File: config.mk
export PLATFORM = sky130hd
export DESIGN_NAME = id_ex_pipeline_register_flat
export DESIGN_NICKNAME = d
export VERILOG_FILES = /design/src/rtl/id_ex_pipeline_register_if.sv /design/src/rtl/id_ex_pipeline_register.sv /design/src/flat_wrapper.sv
export SDC_FILE = /design/constraint.sdc
export NUM_CORES = 1
export LEC_CHECK = 0
export CAP_MARGIN = 20
export CELL_PAD_IN_SITES_DETAIL_PLACEMENT = 1
export CELL_PAD_IN_SITES_GLOBAL_PLACEMENT = 1
export CORE_MARGIN = 5
export CORE_UTILIZATION = 33
export DETAILED_ROUTE_END_ITERATION = 12
export GPL_TIMING_DRIVEN = 0
export PLACE_DENSITY = 0.92
export SYNTH_ARGS = -nofsm -noshare
export SYNTH_HDL_FRONTEND = slang
export SYNTH_SLANG_ARGS = --single-unit
File: constraint.sdc
create_clock -name clk -period 21.3 [get_ports clk]
set_clock_uncertainty 0.2 [all_clocks]
set_input_delay 3.195 -clock clk [delete_from_list [all_inputs] [get_ports clk]]
set_output_delay 3.195 -clock clk [all_outputs]
set_load 0.05 [all_outputs]
File: src/rtl/id_ex_pipeline_register_if.sv
// Decode-to-Execute bundle: D-side inputs from the decoder and hazard unit,
// E-side registered copies consumed by the Execute stage.
interface id_ex_pipeline_register_if #(
    parameter int DATA_W = 32,
    parameter int CNT_W  = 16
);
    logic              StallE;
    logic              FlushE;
    logic              ValidD;

    logic              RegWriteD;
    logic              ALUSrcD;
    logic              MemReadD;
    logic              MemWriteD;
    logic              JumpD;
    logic              BranchD;
    logic [1:0]        ResultSrcD;
    logic [2:0]        ALUOpD;
    logic [2:0]        funct3D;
    logic              funct7b5D;
    logic [DATA_W-1:0] RD1D;
    logic [DATA_W-1:0] RD2D;
    logic [DATA_W-1:0] PCD;
    logic [DATA_W-1:0] PCPlus4D;
    logic [DATA_W-1:0] ImmExtD;
    logic [4:0]        Rs1D;
    logic [4:0]        Rs2D;
    logic [4:0]        RdD;

    logic              RegWriteE;
    logic              ALUSrcE;
    logic              MemReadE;
    logic              MemWriteE;
    logic              JumpE;
    logic              BranchE;
    logic [1:0]        ResultSrcE;
    logic [2:0]        ALUOpE;
    logic [2:0]        funct3E;
    logic              funct7b5E;
    logic [DATA_W-1:0] RD1E;
    logic [DATA_W-1:0] RD2E;
    logic [DATA_W-1:0] PCE;
    logic [DATA_W-1:0] PCPlus4E;
    logic [DATA_W-1:0] ImmExtE;
    logic [4:0]        Rs1E;
    logic [4:0]        Rs2E;
    logic [4:0]        RdE;
    logic              ValidE;
    logic [CNT_W-1:0]  BubbleCnt;

    modport master (
        output StallE, FlushE, ValidD,
        output RegWriteD, ALUSrcD, MemReadD, MemWriteD, JumpD, BranchD,
        output ResultSrcD, ALUOpD, funct3D, funct7b5D,
        output RD1D, RD2D, PCD, PCPlus4D, ImmExtD, Rs1D, Rs2D, RdD,
        input  RegWriteE, ALUSrcE, MemReadE, MemWriteE, JumpE, BranchE,
        input  ResultSrcE, ALUOpE, funct3E, funct7b5E,
        input  RD1E, RD2E, PCE, PCPlus4E, ImmExtE, Rs1E, Rs2E, RdE,
        input  ValidE, BubbleCnt
    );

    modport slave (
        input  StallE, FlushE, ValidD,
        input  RegWriteD, ALUSrcD, MemReadD, MemWriteD, JumpD, BranchD,
        input  ResultSrcD, ALUOpD, funct3D, funct7b5D,
        input  RD1D, RD2D, PCD, PCPlus4D, ImmExtD, Rs1D, Rs2D, RdD,
        output RegWriteE, ALUSrcE, MemReadE, MemWriteE, JumpE, BranchE,
        output ResultSrcE, ALUOpE, funct3E, funct7b5E,
        output RD1E, RD2E, PCE, PCPlus4E, ImmExtE, Rs1E, Rs2E, RdE,
        output ValidE, BubbleCnt
    );
endinterface

File: src/rtl/id_ex_pipeline_register.sv
// ID/EX pipeline register with flush-over-stall priority, valid-gated control
// side-effects and a saturating bubble counter for performance debug.
module id_ex_pipeline_register #(
    parameter int DATA_W = 32,
    parameter int CNT_W  = 16
) (
    input logic                     clk,
    input logic                     rst,
    id_ex_pipeline_register_if.slave bus
);

    typedef struct packed {
        logic              reg_write;
        logic              alu_src;
        logic              mem_read;
        logic              mem_write;
        logic              jump;
        logic              branch;
        logic [1:0]        result_src;
        logic [2:0]        alu_op;
        logic [2:0]        funct3;
        logic              funct7b5;
        logic [DATA_W-1:0] rd1;
        logic [DATA_W-1:0] rd2;
        logic [DATA_W-1:0] pc;
        logic [DATA_W-1:0] pc_plus4;
        logic [DATA_W-1:0] imm_ext;
        logic [4:0]        rs1;
        logic [4:0]        rs2;
        logic [4:0]        rd;
        logic              valid;
    } stage_t;

    stage_t           stage_d;
    stage_t           stage_q;
    logic [CNT_W-1:0] bubble_cnt;
    logic             is_bubble;

    // A killed slot still carries its operands and indices; only the
    // side-effecting enables are forced low.
    always_comb begin
        stage_d            = '0;
        stage_d.reg_write  = bus.RegWriteD & bus.ValidD;
        stage_d.alu_src    = bus.ALUSrcD;
        stage_d.mem_read   = bus.MemReadD  & bus.ValidD;
        stage_d.mem_write  = bus.MemWriteD & bus.ValidD;
        stage_d.jump       = bus.JumpD     & bus.ValidD;
        stage_d.branch     = bus.BranchD   & bus.ValidD;
        stage_d.result_src = bus.ResultSrcD;
        stage_d.alu_op     = bus.ALUOpD;
        stage_d.funct3     = bus.funct3D;
        stage_d.funct7b5   = bus.funct7b5D;
        stage_d.rd1        = bus.RD1D;
        stage_d.rd2        = bus.RD2D;
        stage_d.pc         = bus.PCD;
        stage_d.pc_plus4   = bus.PCPlus4D;
        stage_d.imm_ext    = bus.ImmExtD;
        stage_d.rs1        = bus.Rs1D;
        stage_d.rs2        = bus.Rs2D;
        stage_d.rd         = bus.RdD;
        stage_d.valid      = bus.ValidD;
    end

    assign is_bubble = bus.FlushE | (~bus.StallE & ~bus.ValidD);

    always_ff @(posedge clk or posedge rst) begin
        if (rst) begin
            stage_q    <= '0;
            bubble_cnt <= '0;
        end else begin
            if (bus.FlushE) begin
                stage_q <= '0;
            end else if (!bus.StallE) begin
                stage_q <= stage_d;
            end
            // Saturate rather than wrap so a long run never reads as "few bubbles".
            if (is_bubble && (bubble_cnt != {CNT_W{1'b1}})) begin
                bubble_cnt <= bubble_cnt + CNT_W'(1);
            end
        end
    end

    assign bus.RegWriteE  = stage_q.reg_write;
    assign bus.ALUSrcE    = stage_q.alu_src;
    assign bus.MemReadE   = stage_q.mem_read;
    assign bus.MemWriteE  = stage_q.mem_write;
    assign bus.JumpE      = stage_q.jump;
    assign bus.BranchE    = stage_q.branch;
    assign bus.ResultSrcE = stage_q.result_src;
    assign bus.ALUOpE     = stage_q.alu_op;
    assign bus.funct3E    = stage_q.funct3;
    assign bus.funct7b5E  = stage_q.funct7b5;
    assign bus.RD1E       = stage_q.rd1;
    assign bus.RD2E       = stage_q.rd2;
    assign bus.PCE        = stage_q.pc;
    assign bus.PCPlus4E   = stage_q.pc_plus4;
    assign bus.ImmExtE    = stage_q.imm_ext;
    assign bus.Rs1E       = stage_q.rs1;
    assign bus.Rs2E       = stage_q.rs2;
    assign bus.RdE        = stage_q.rd;
    assign bus.ValidE     = stage_q.valid;
    assign bus.BubbleCnt  = bubble_cnt;

endmodule

File: src/flat_wrapper.sv
// flat-port wrapper written by rule: the top's interface ports become plain ports
module id_ex_pipeline_register_flat 
#(
    parameter int DATA_W = 32,
    parameter int CNT_W  = 16
)
  (clk, rst, bus_StallE, bus_FlushE, bus_ValidD, bus_RegWriteD, bus_ALUSrcD, bus_MemReadD, bus_MemWriteD, bus_JumpD, bus_BranchD, bus_ResultSrcD, bus_ALUOpD, bus_funct3D, bus_funct7b5D, bus_RD1D, bus_RD2D, bus_PCD, bus_PCPlus4D, bus_ImmExtD, bus_Rs1D, bus_Rs2D, bus_RdD, bus_RegWriteE, bus_ALUSrcE, bus_MemReadE, bus_MemWriteE, bus_JumpE, bus_BranchE, bus_ResultSrcE, bus_ALUOpE, bus_funct3E, bus_funct7b5E, bus_RD1E, bus_RD2E, bus_PCE, bus_PCPlus4E, bus_ImmExtE, bus_Rs1E, bus_Rs2E, bus_RdE, bus_ValidE, bus_BubbleCnt);
  id_ex_pipeline_register_if #(.DATA_W(DATA_W), .CNT_W(CNT_W)) bus_i ();
  input logic clk;
  input logic rst;
  input wire logic [$bits(bus_i.StallE)-1:0] bus_StallE;
  input wire logic [$bits(bus_i.FlushE)-1:0] bus_FlushE;
  input wire logic [$bits(bus_i.ValidD)-1:0] bus_ValidD;
  input wire logic [$bits(bus_i.RegWriteD)-1:0] bus_RegWriteD;
  input wire logic [$bits(bus_i.ALUSrcD)-1:0] bus_ALUSrcD;
  input wire logic [$bits(bus_i.MemReadD)-1:0] bus_MemReadD;
  input wire logic [$bits(bus_i.MemWriteD)-1:0] bus_MemWriteD;
  input wire logic [$bits(bus_i.JumpD)-1:0] bus_JumpD;
  input wire logic [$bits(bus_i.BranchD)-1:0] bus_BranchD;
  input wire logic [$bits(bus_i.ResultSrcD)-1:0] bus_ResultSrcD;
  input wire logic [$bits(bus_i.ALUOpD)-1:0] bus_ALUOpD;
  input wire logic [$bits(bus_i.funct3D)-1:0] bus_funct3D;
  input wire logic [$bits(bus_i.funct7b5D)-1:0] bus_funct7b5D;
  input wire logic [$bits(bus_i.RD1D)-1:0] bus_RD1D;
  input wire logic [$bits(bus_i.RD2D)-1:0] bus_RD2D;
  input wire logic [$bits(bus_i.PCD)-1:0] bus_PCD;
  input wire logic [$bits(bus_i.PCPlus4D)-1:0] bus_PCPlus4D;
  input wire logic [$bits(bus_i.ImmExtD)-1:0] bus_ImmExtD;
  input wire logic [$bits(bus_i.Rs1D)-1:0] bus_Rs1D;
  input wire logic [$bits(bus_i.Rs2D)-1:0] bus_Rs2D;
  input wire logic [$bits(bus_i.RdD)-1:0] bus_RdD;
  output wire logic [$bits(bus_i.RegWriteE)-1:0] bus_RegWriteE;
  output wire logic [$bits(bus_i.ALUSrcE)-1:0] bus_ALUSrcE;
  output wire logic [$bits(bus_i.MemReadE)-1:0] bus_MemReadE;
  output wire logic [$bits(bus_i.MemWriteE)-1:0] bus_MemWriteE;
  output wire logic [$bits(bus_i.JumpE)-1:0] bus_JumpE;
  output wire logic [$bits(bus_i.BranchE)-1:0] bus_BranchE;
  output wire logic [$bits(bus_i.ResultSrcE)-1:0] bus_ResultSrcE;
  output wire logic [$bits(bus_i.ALUOpE)-1:0] bus_ALUOpE;
  output wire logic [$bits(bus_i.funct3E)-1:0] bus_funct3E;
  output wire logic [$bits(bus_i.funct7b5E)-1:0] bus_funct7b5E;
  output wire logic [$bits(bus_i.RD1E)-1:0] bus_RD1E;
  output wire logic [$bits(bus_i.RD2E)-1:0] bus_RD2E;
  output wire logic [$bits(bus_i.PCE)-1:0] bus_PCE;
  output wire logic [$bits(bus_i.PCPlus4E)-1:0] bus_PCPlus4E;
  output wire logic [$bits(bus_i.ImmExtE)-1:0] bus_ImmExtE;
  output wire logic [$bits(bus_i.Rs1E)-1:0] bus_Rs1E;
  output wire logic [$bits(bus_i.Rs2E)-1:0] bus_Rs2E;
  output wire logic [$bits(bus_i.RdE)-1:0] bus_RdE;
  output wire logic [$bits(bus_i.ValidE)-1:0] bus_ValidE;
  output wire logic [$bits(bus_i.BubbleCnt)-1:0] bus_BubbleCnt;
  assign bus_i.StallE = bus_StallE;
  assign bus_i.FlushE = bus_FlushE;
  assign bus_i.ValidD = bus_ValidD;
  assign bus_i.RegWriteD = bus_RegWriteD;
  assign bus_i.ALUSrcD = bus_ALUSrcD;
  assign bus_i.MemReadD = bus_MemReadD;
  assign bus_i.MemWriteD = bus_MemWriteD;
  assign bus_i.JumpD = bus_JumpD;
  assign bus_i.BranchD = bus_BranchD;
  assign bus_i.ResultSrcD = bus_ResultSrcD;
  assign bus_i.ALUOpD = bus_ALUOpD;
  assign bus_i.funct3D = bus_funct3D;
  assign bus_i.funct7b5D = bus_funct7b5D;
  assign bus_i.RD1D = bus_RD1D;
  assign bus_i.RD2D = bus_RD2D;
  assign bus_i.PCD = bus_PCD;
  assign bus_i.PCPlus4D = bus_PCPlus4D;
  assign bus_i.ImmExtD = bus_ImmExtD;
  assign bus_i.Rs1D = bus_Rs1D;
  assign bus_i.Rs2D = bus_Rs2D;
  assign bus_i.RdD = bus_RdD;
  assign bus_RegWriteE = bus_i.RegWriteE;
  assign bus_ALUSrcE = bus_i.ALUSrcE;
  assign bus_MemReadE = bus_i.MemReadE;
  assign bus_MemWriteE = bus_i.MemWriteE;
  assign bus_JumpE = bus_i.JumpE;
  assign bus_BranchE = bus_i.BranchE;
  assign bus_ResultSrcE = bus_i.ResultSrcE;
  assign bus_ALUOpE = bus_i.ALUOpE;
  assign bus_funct3E = bus_i.funct3E;
  assign bus_funct7b5E = bus_i.funct7b5E;
  assign bus_RD1E = bus_i.RD1E;
  assign bus_RD2E = bus_i.RD2E;
  assign bus_PCE = bus_i.PCE;
  assign bus_PCPlus4E = bus_i.PCPlus4E;
  assign bus_ImmExtE = bus_i.ImmExtE;
  assign bus_Rs1E = bus_i.Rs1E;
  assign bus_Rs2E = bus_i.Rs2E;
  assign bus_RdE = bus_i.RdE;
  assign bus_ValidE = bus_i.ValidE;
  assign bus_BubbleCnt = bus_i.BubbleCnt;
  id_ex_pipeline_register #(.DATA_W(DATA_W), .CNT_W(CNT_W)) u_core (.clk(clk), .rst(rst), .bus(bus_i));
endmodule
Yosys cells after proc, flatten, opt, wreduce, memory -nomap -nowiden
Index checks and enable logic that the tools add are counted.
{ "word_totals": {"output_inout_bits": 207, "elab_cells": 35, "register_bits": 207, "in_bits": 195} }
{ "classes": {"n_reduce_logical": 1, "bitwise": 9, "eq_ne": 2, "muxes": 2, "addsub": 1} }
{ "op_table": {"columns": ["op", "count"], "rows": [
  ["191-bit two-way mux", 2],
  ["16-bit by 1-bit adder with 16-bit output (second input constant)", 1],
  ["16-bit inequality test (second input constant)", 1],
  ["1-bit bitwise AND", 6],
  ["2-bit by 1-bit inequality test with 1-bit output (second input constant)", 1],
  ["1-bit inverter", 2],
  ["1-bit logical AND", 1],
  ["1-bit OR", 1]
]} }

Logic depth before layout (Yosys ltp)
{ "logic_depth": {"ltp_word": 4, "mapped_depth": 6, "mapped_depth_nobuf": 5} }

Worst setup path before layout
No wires, ideal clock.
{ "synth_path": {"kind": "input-to-reg", "from": "in bus_StallE", "to": "reg u_core.bubble_cnt[6], in the netlist u_core.bus.BubbleCnt[6]", "stages": 6, "arrival_time_ns": 4.139, "required_time_ns": 20.957, "setup_time_ns": 0.143, "setup_slack_ns": 16.818, "path_buffers": 2, "cell_sequence": "clkbuf_1 -> o21ba_2 -> buf_2 -> nor2_1 -> o2111ai_1 -> xnor2_1"} }
{ "synth_between": {"elab_chain_cells": 4} }
{ "synth_lines": {"columns": ["element", "line_no", "rtl"], "rows": [
  ["from (decl)", "flat_wrapper.sv:11", "input wire logic [$bits(bus_i.StallE)-1:0] bus_StallE;"],
  ["1-bit inverter", "id_ex_pipeline_register.sv:64", "assign is_bubble = bus.FlushE | (~bus.StallE & ~bus.ValidD);"],
  ["1-bit bitwise AND", "id_ex_pipeline_register.sv:64", null],
  ["1-bit OR", "id_ex_pipeline_register.sv:64", null],
  ["1-bit logical AND", "id_ex_pipeline_register.sv:77", "if (is_bubble && (bubble_cnt != {CNT_W{1'b1}})) begin"],
  ["to (signal assigned)", "id_ex_pipeline_register.sv:78", "bubble_cnt <= bubble_cnt + CNT_W'(1);"],
  ["to (decl)", "id_ex_pipeline_register.sv:36", "logic [CNT_W-1:0] bubble_cnt;"]
]} }
Every way passes these cells.
A chain may end at the register's enable or synchronous reset.

Worst setup path in the final report
{ "layout_path": {"from": "reg u_core.bubble_cnt[11], in the netlist u_core.bus.BubbleCnt[11]", "to": "out bus_BubbleCnt[11]"} }
{ "layout_lines": {"columns": ["element", "line_no", "rtl"], "rows": [
  ["to (decl)", "flat_wrapper.sv:51", "output wire logic [$bits(bus_i.BubbleCnt)-1:0] bus_BubbleCnt;"]
]} }
No word-level cell between the ends.

==> report_table.html <==
<table>
<tr><th>Metric</th><th>Value</th></tr>
<tr><th colspan="2">Power and ir drop</th></tr>
<tr><td>Leakage dissipation</td><td>6.39 nW</td></tr>
<tr><td>Peak supply drop</td><td>0.0589 mV</td></tr>
<tr><td>Switching power summed over all nets</td><td>0.362 mW</td></tr>
<tr><td>Power share of the combinational group</td><td>24.4%</td></tr>
<tr><td>Sw Share</td><td>31.6%</td></tr>
<tr><td>Sequential cell fraction of total power</td><td>38.9%</td></tr>
<tr><td>Proportion of power drawn by the clock network</td><td>36.7%</td></tr>
<tr><td>Cell area power density</td><td>83.4 nW/µm²</td></tr>
<tr><td>Total power after layout</td><td>1.14 mW</td></tr>
<tr><td>Internal Pwr Total</td><td>0.781 mW</td></tr>
<tr><th colspan="2">Setup path</th></tr>
<tr><td>Depth of the worst register-to-register path</td><td>5</td></tr>
<tr><td>Required arrival time at the worst endpoint</td><td>17910 ps</td></tr>
<tr><td>Critical-path top delay cell</td><td>clkdlybuf4s50_1</td></tr>
<tr><td>Largest delay contributor family on the critical path</td><td>buffers and inverters</td></tr>
<tr><td>Endpoint of the lowest-slack register-to-register path</td><td>u_core.bus.BubbleCnt[9]</td></tr>
<tr><td>Endpoint class of the critical path</td><td>output pin</td></tr>
<tr><td>Setup crit start kind</td><td>flop</td></tr>
<tr><td>Biggest cell delay along the critical path</td><td>870 ps</td></tr>
<tr><td>Arrival time at the worst endpoint</td><td>1870 ps</td></tr>
<tr><td>Slack of the worst reg-to-reg path</td><td>19280 ps</td></tr>
<tr><td>Startpoint of the lowest-slack register-to-register path</td><td>u_core.bus.BubbleCnt[0]</td></tr>
<tr><td>Critical Path, Cell by Cell</td><td>clkdlybuf4s50_1</td></tr>
<tr><td>Crit-path max FO</td><td>7</td></tr>
<tr><td>Number of buffer and inverter instances along the worst setup path</td><td>1</td></tr>
<tr><td>Critical path start-end classification</td><td>flop to output pin</td></tr>
<tr><th colspan="2">STA</th></tr>
<tr><td>Crit path setup slack, layout</td><td>16040 ps</td></tr>
<tr><td>Setup repair after global routing missed its margin</td><td>false</td></tr>
<tr><td>Post-route setup TNS</td><td>0 ps</td></tr>
<tr><td>Period minus WS final</td><td>5260 ps</td></tr>
<tr><td>Final setup violating endpoints</td><td>0</td></tr>
<tr><td>Hold violation count in the final report</td><td>0</td></tr>
<tr><td>Worst slew pin tran</td><td>744 ps</td></tr>
<tr><td>Pins Over Slew Limit</td><td>0</td></tr>
<tr><td>Maximum operating frequency</td><td>0.190 GHz</td></tr>
<tr><td>Share of the clock period used by the worst path</td><td>24.7%</td></tr>
<tr><td>Normalized max-slew margin</td><td>50.4%</td></tr>
<tr><th colspan="2">Flow run</th></tr>
<tr><td>Max capacitance violation total</td><td>0</td></tr>
<tr><th colspan="2">Clock tree</th></tr>
<tr><td>Num Clock Sinks</td><td>207</td></tr>
<tr><td>Hold buffers post-CTS</td><td>0</td></tr>
<tr><td>CTS tree</td><td>yes</td></tr>
<tr><td>Max H-tree Level</td><td>1</td></tr>
<tr><td>Clock Latency Late Sink</td><td>510 ps</td></tr>
<tr><td>Post-CTS Setup Inserts</td><td>0</td></tr>
<tr><td>Clock Tree Root</td><td>clkbuf_16</td></tr>
<tr><td>Quantity of gates resized following cts</td><td>0</td></tr>
<tr><td>Inserted Clock Buffers</td><td>24</td></tr>
<tr><td>Max Root-Sink Buffers</td><td>3</td></tr>
<tr><td>Worst-path clk slew</td><td>60 ps</td></tr>
<tr><th colspan="2">Route</th></tr>
<tr><td>DRC</td><td>0</td></tr>
<tr><td>Routed Wire Length</td><td>32800 µm</td></tr>
<tr><td>DR WL/cell</td><td>22.2 µm</td></tr>
<tr><td>Overall via count from detail_route</td><td>7121</td></tr>
<tr><td>Post-route ant nets</td><td>0</td></tr>
<tr><td>1st-pass router iterations</td><td>4</td></tr>
<tr><td>Post-detailed-route via-to-cell ratio</td><td>4.82</td></tr>
<tr><td>Drt initial violations</td><td>317</td></tr>
<tr><th colspan="2">Layout</th></tr>
<tr><td>Fraction of final layout cells with drive strength greater than 1</td><td>6.11%</td></tr>
<tr><td>Core Util, Final</td><td>54.4%</td></tr>
<tr><td>Number of nets in the layout</td><td>1325</td></tr>
<tr><td>Final instance area</td><td>13700 µm²</td></tr>
<tr><td># diodes</td><td>0</td></tr>
<tr><td>Area Overhead vs Synth</td><td>62.2%</td></tr>
<tr><th colspan="2">Worst hold path</th></tr>
<tr><td>Startpoint of the most critical hold path</td><td>u_core.bus.JumpE</td></tr>
<tr><td>Worst Hold End</td><td>u_core.bus.JumpE</td></tr>
<tr><td>Number of cells traversed by the worst hold path</td><td>2</td></tr>
<tr><td>Class of the tightest hold or removal check</td><td>flop to flop</td></tr>
<tr><th colspan="2">Synth</th></tr>
<tr><td>Number of unique standard cell types used by synthesis</td><td>33</td></tr>
<tr><td>Combinational family with the most area after synthesis</td><td>multiplexers</td></tr>
<tr><td>Synth Area in Simple Gates</td><td>11.7%</td></tr>
<tr><td>Fraction of the mapped netlist area in compound gates</td><td>0.845%</td></tr>
<tr><td>Warnings from Yosys</td><td>0</td></tr>
<tr><td>Mux contribution to synthesized area</td><td>22.1%</td></tr>
<tr><td>Netlist Area Pre-Place</td><td>8440 µm²</td></tr>
<tr><td>Cell count after synthesis</td><td>702</td></tr>
<tr><td>Sequential-to-total area share from yosys stat</td><td>61.3%</td></tr>
<tr><td>Avg Cell Area, Syn</td><td>12.0 µm²</td></tr>
<tr><td>Xor/xnor share of the synthesized area</td><td>1.56%</td></tr>
<tr><td>Post-Synthesis Net Count</td><td>898</td></tr>
<tr><td>Count of state elements after synthesis</td><td>207</td></tr>
<tr><td>Synthesized-area fraction occupied by adder cells</td><td>0.148%</td></tr>
<tr><th colspan="2">Placement</th></tr>
<tr><td>Instance area at placement</td><td>12900 µm²</td></tr>
<tr><td>Post-Place Worst Slack</td><td>15830 ps</td></tr>
<tr><td>Port bufs</td><td>400</td></tr>
<tr><td>GP Congestion</td><td>0.789</td></tr>
<tr><td>Detailed placer's ending HPWL</td><td>24600 µm</td></tr>
<tr><th colspan="2">Global route</th></tr>
<tr><td>Initial antenna violation count</td><td>1</td></tr>
<tr><td>Combined global-route utilization of all metal layers</td><td>22.4%</td></tr>
<tr><td>Number of global-route vias before repair</td><td>8405</td></tr>
<tr><td>Wire length of the first global-routing pass</td><td>50600 µm</td></tr>
<tr><td>Pin count of the biggest net entering global routing</td><td>111</td></tr>
<tr><td>Global route overflow</td><td>0</td></tr>
<tr><th colspan="2">Floorplan</th></tr>
<tr><td>Placement row count</td><td>58</td></tr>
<tr><td>Die outline width</td><td>170 µm</td></tr>
<tr><td>Starting Density</td><td>33.5%</td></tr>
<tr><td>Die area</td><td>28900 µm²</td></tr>
<tr><td>Core Footprint</td><td>25200 µm²</td></tr>
<tr><td>Total I/O pin count</td><td>402</td></tr>
<tr><td>Die Span Y</td><td>170 µm</td></tr>
<tr><th colspan="2">Outcome</th></tr>
<tr><td>Outcome</td><td>finished clean</td></tr>
</table>
## per-layer routing
metal  up-vias  part of all wire, %  GRT usage, %
met2       321                   52          40.9
li1       3200                    -             -
met4         2                  3.2          7.15
met5         -                0.040             0
met3        62                   11          8.64
met1      3536                   35          23.9
## synthesized netlist by cell type (all sizes together)
master / instances / share of area [%]
xnor2: 3 / 0.31
a22oi: 1 / 0.089
o2111ai: 1 / 0.10
nand4: 5 / 0.37
nor2: 198 / 8.8
clkbuf: 23 / 1.0
or3: 1 / 0.13
mux2i: 185 / 22
nand2: 9 / 0.40
a211oi: 1 / 0.089
dfrtp: 207 / 61
nand3: 7 / 0.47
ha: 1 / 0.15
o21ai: 1 / 0.059
nor3b: 1 / 0.089
nor4: 5 / 0.62
nor2b: 1 / 0.074
or2: 2 / 0.15
mux2: 1 / 0.18
xor2: 12 / 1.2
o21ba: 1 / 0.12
inv: 1 / 0.044
buf: 21 / 1.2
nand2b: 1 / 0.074
nor4b: 1 / 0.10
and3: 1 / 0.074
a21oi: 5 / 0.30
nor3: 5 / 0.30
o21bai: 1 / 0.089
## through the flow
step | std cells | hold slack, ps
global placement | 1432 | 295
floorplan | 702 | 595
CTS | 1476 | 318
detailed placement | 1433 | 303
global route | 1476 | 350
finish | 1476 | 313
## placed cells by master, fill, tap and decap left out, types with 2 or more instances in the layout
cell	synthesis	routed
clkinv_2	0	6
clkbuf_8	0	4
nor4_1	3	3
clkbuf_16	0	25
dfrtp_1	207	207
xor2_1	12	12
clkbuf_1	23	28
mux2i_1	185	185
nand3_1	6	6
clkdlybuf4s50_1	0	400
xnor2_1	3	3
a21oi_1	5	5
bufinv_16	0	2
nand4_1	5	5
nor2_1	197	197
or2_2	2	2
nor3_1	5	5
buf_2	21	21
nand2_1	9	9
## flip-flops by register name, summed over array words and instances, names as in the netlist
| register | cells |
|---|---|
| u_core.bus.MemReadE | 1 |
| u_core.bus.RD2E | 32 |
| u_core.bus.funct3E | 3 |
| u_core.bus.PCE | 32 |
| u_core.bus.Rs2E | 5 |
| u_core.bus.ALUOpE | 3 |
| u_core.bus.funct7b5E | 1 |
| u_core.bus.BranchE | 1 |
| u_core.bus.RD1E | 32 |
| u_core.bus.ResultSrcE | 2 |
| u_core.bus.RdE | 5 |
| u_core.bus.MemWriteE | 1 |
| u_core.bus.BubbleCnt | 16 |
| u_core.bus.RegWriteE | 1 |
| u_core.bus.Rs1E | 5 |
| u_core.bus.JumpE | 1 |
| u_core.bus.ImmExtE | 32 |
| u_core.bus.ValidE | 1 |
| u_core.bus.PCPlus4E | 32 |
| u_core.bus.ALUSrcE | 1 |
## cell families after synthesis
group           after synthesis
mux                         186
fa+ha+maj                     1
xor+xnor                     15
flops                       207
simple gates                237
buf+inv                      45
compound gates               11
## worst max-delay path by stage
stage / slack [ps] / to / cells past startpoint / from
2_1_floorplan: 12250 / u_core.bus.ALUOpE[0] / 1 / rst
3_5_place_dp: 15830 / u_core.bus.funct3E[2] / 4 / bus_FlushE
4_1_cts: 16010 / bus_BubbleCnt[11] / 1 / u_core.bus.BubbleCnt[11]
6_report: 16040 / bus_BubbleCnt[11] / 1 / u_core.bus.BubbleCnt[11]
5_1_grt: 15970 / bus_BubbleCnt[11] / 1 / u_core.bus.BubbleCnt[11]
3_3_place_gp: 9290 / u_core.bus.Rs1E[4] / 2 / rst
## tightest hold or removal path: stages, from the launching register on
cell and delay, ps:
dfrtp_1 340, a21oi_1 70, nor2_1 70
## cell type report
cell class,instances,area (µm²)
Buffer,44,191
Multi-Input combinational cell,450,3070
Tap cell,330,413
Sequential cell,207,5180
Clock buffer,34,699
Fill cell,2599,11500
Clock inverter,9,98.8
Timing Repair Buffer,401,4030
Inverter,1,11.3
## power groups by stage
stage          logic [mW]  registers (mW)  clock network (mW)
6_report            0.279           0.445               0.419
5_1_grt             0.293           0.448               0.448
4_1_cts             0.282           0.445               0.429
3_5_place_dp        0.280           0.451                   0
3_3_place_gp        0.272           0.449                   0
2_1_floorplan      0.0629           0.543                   0
No activity file was read; power rests on OpenSTA's default activity.
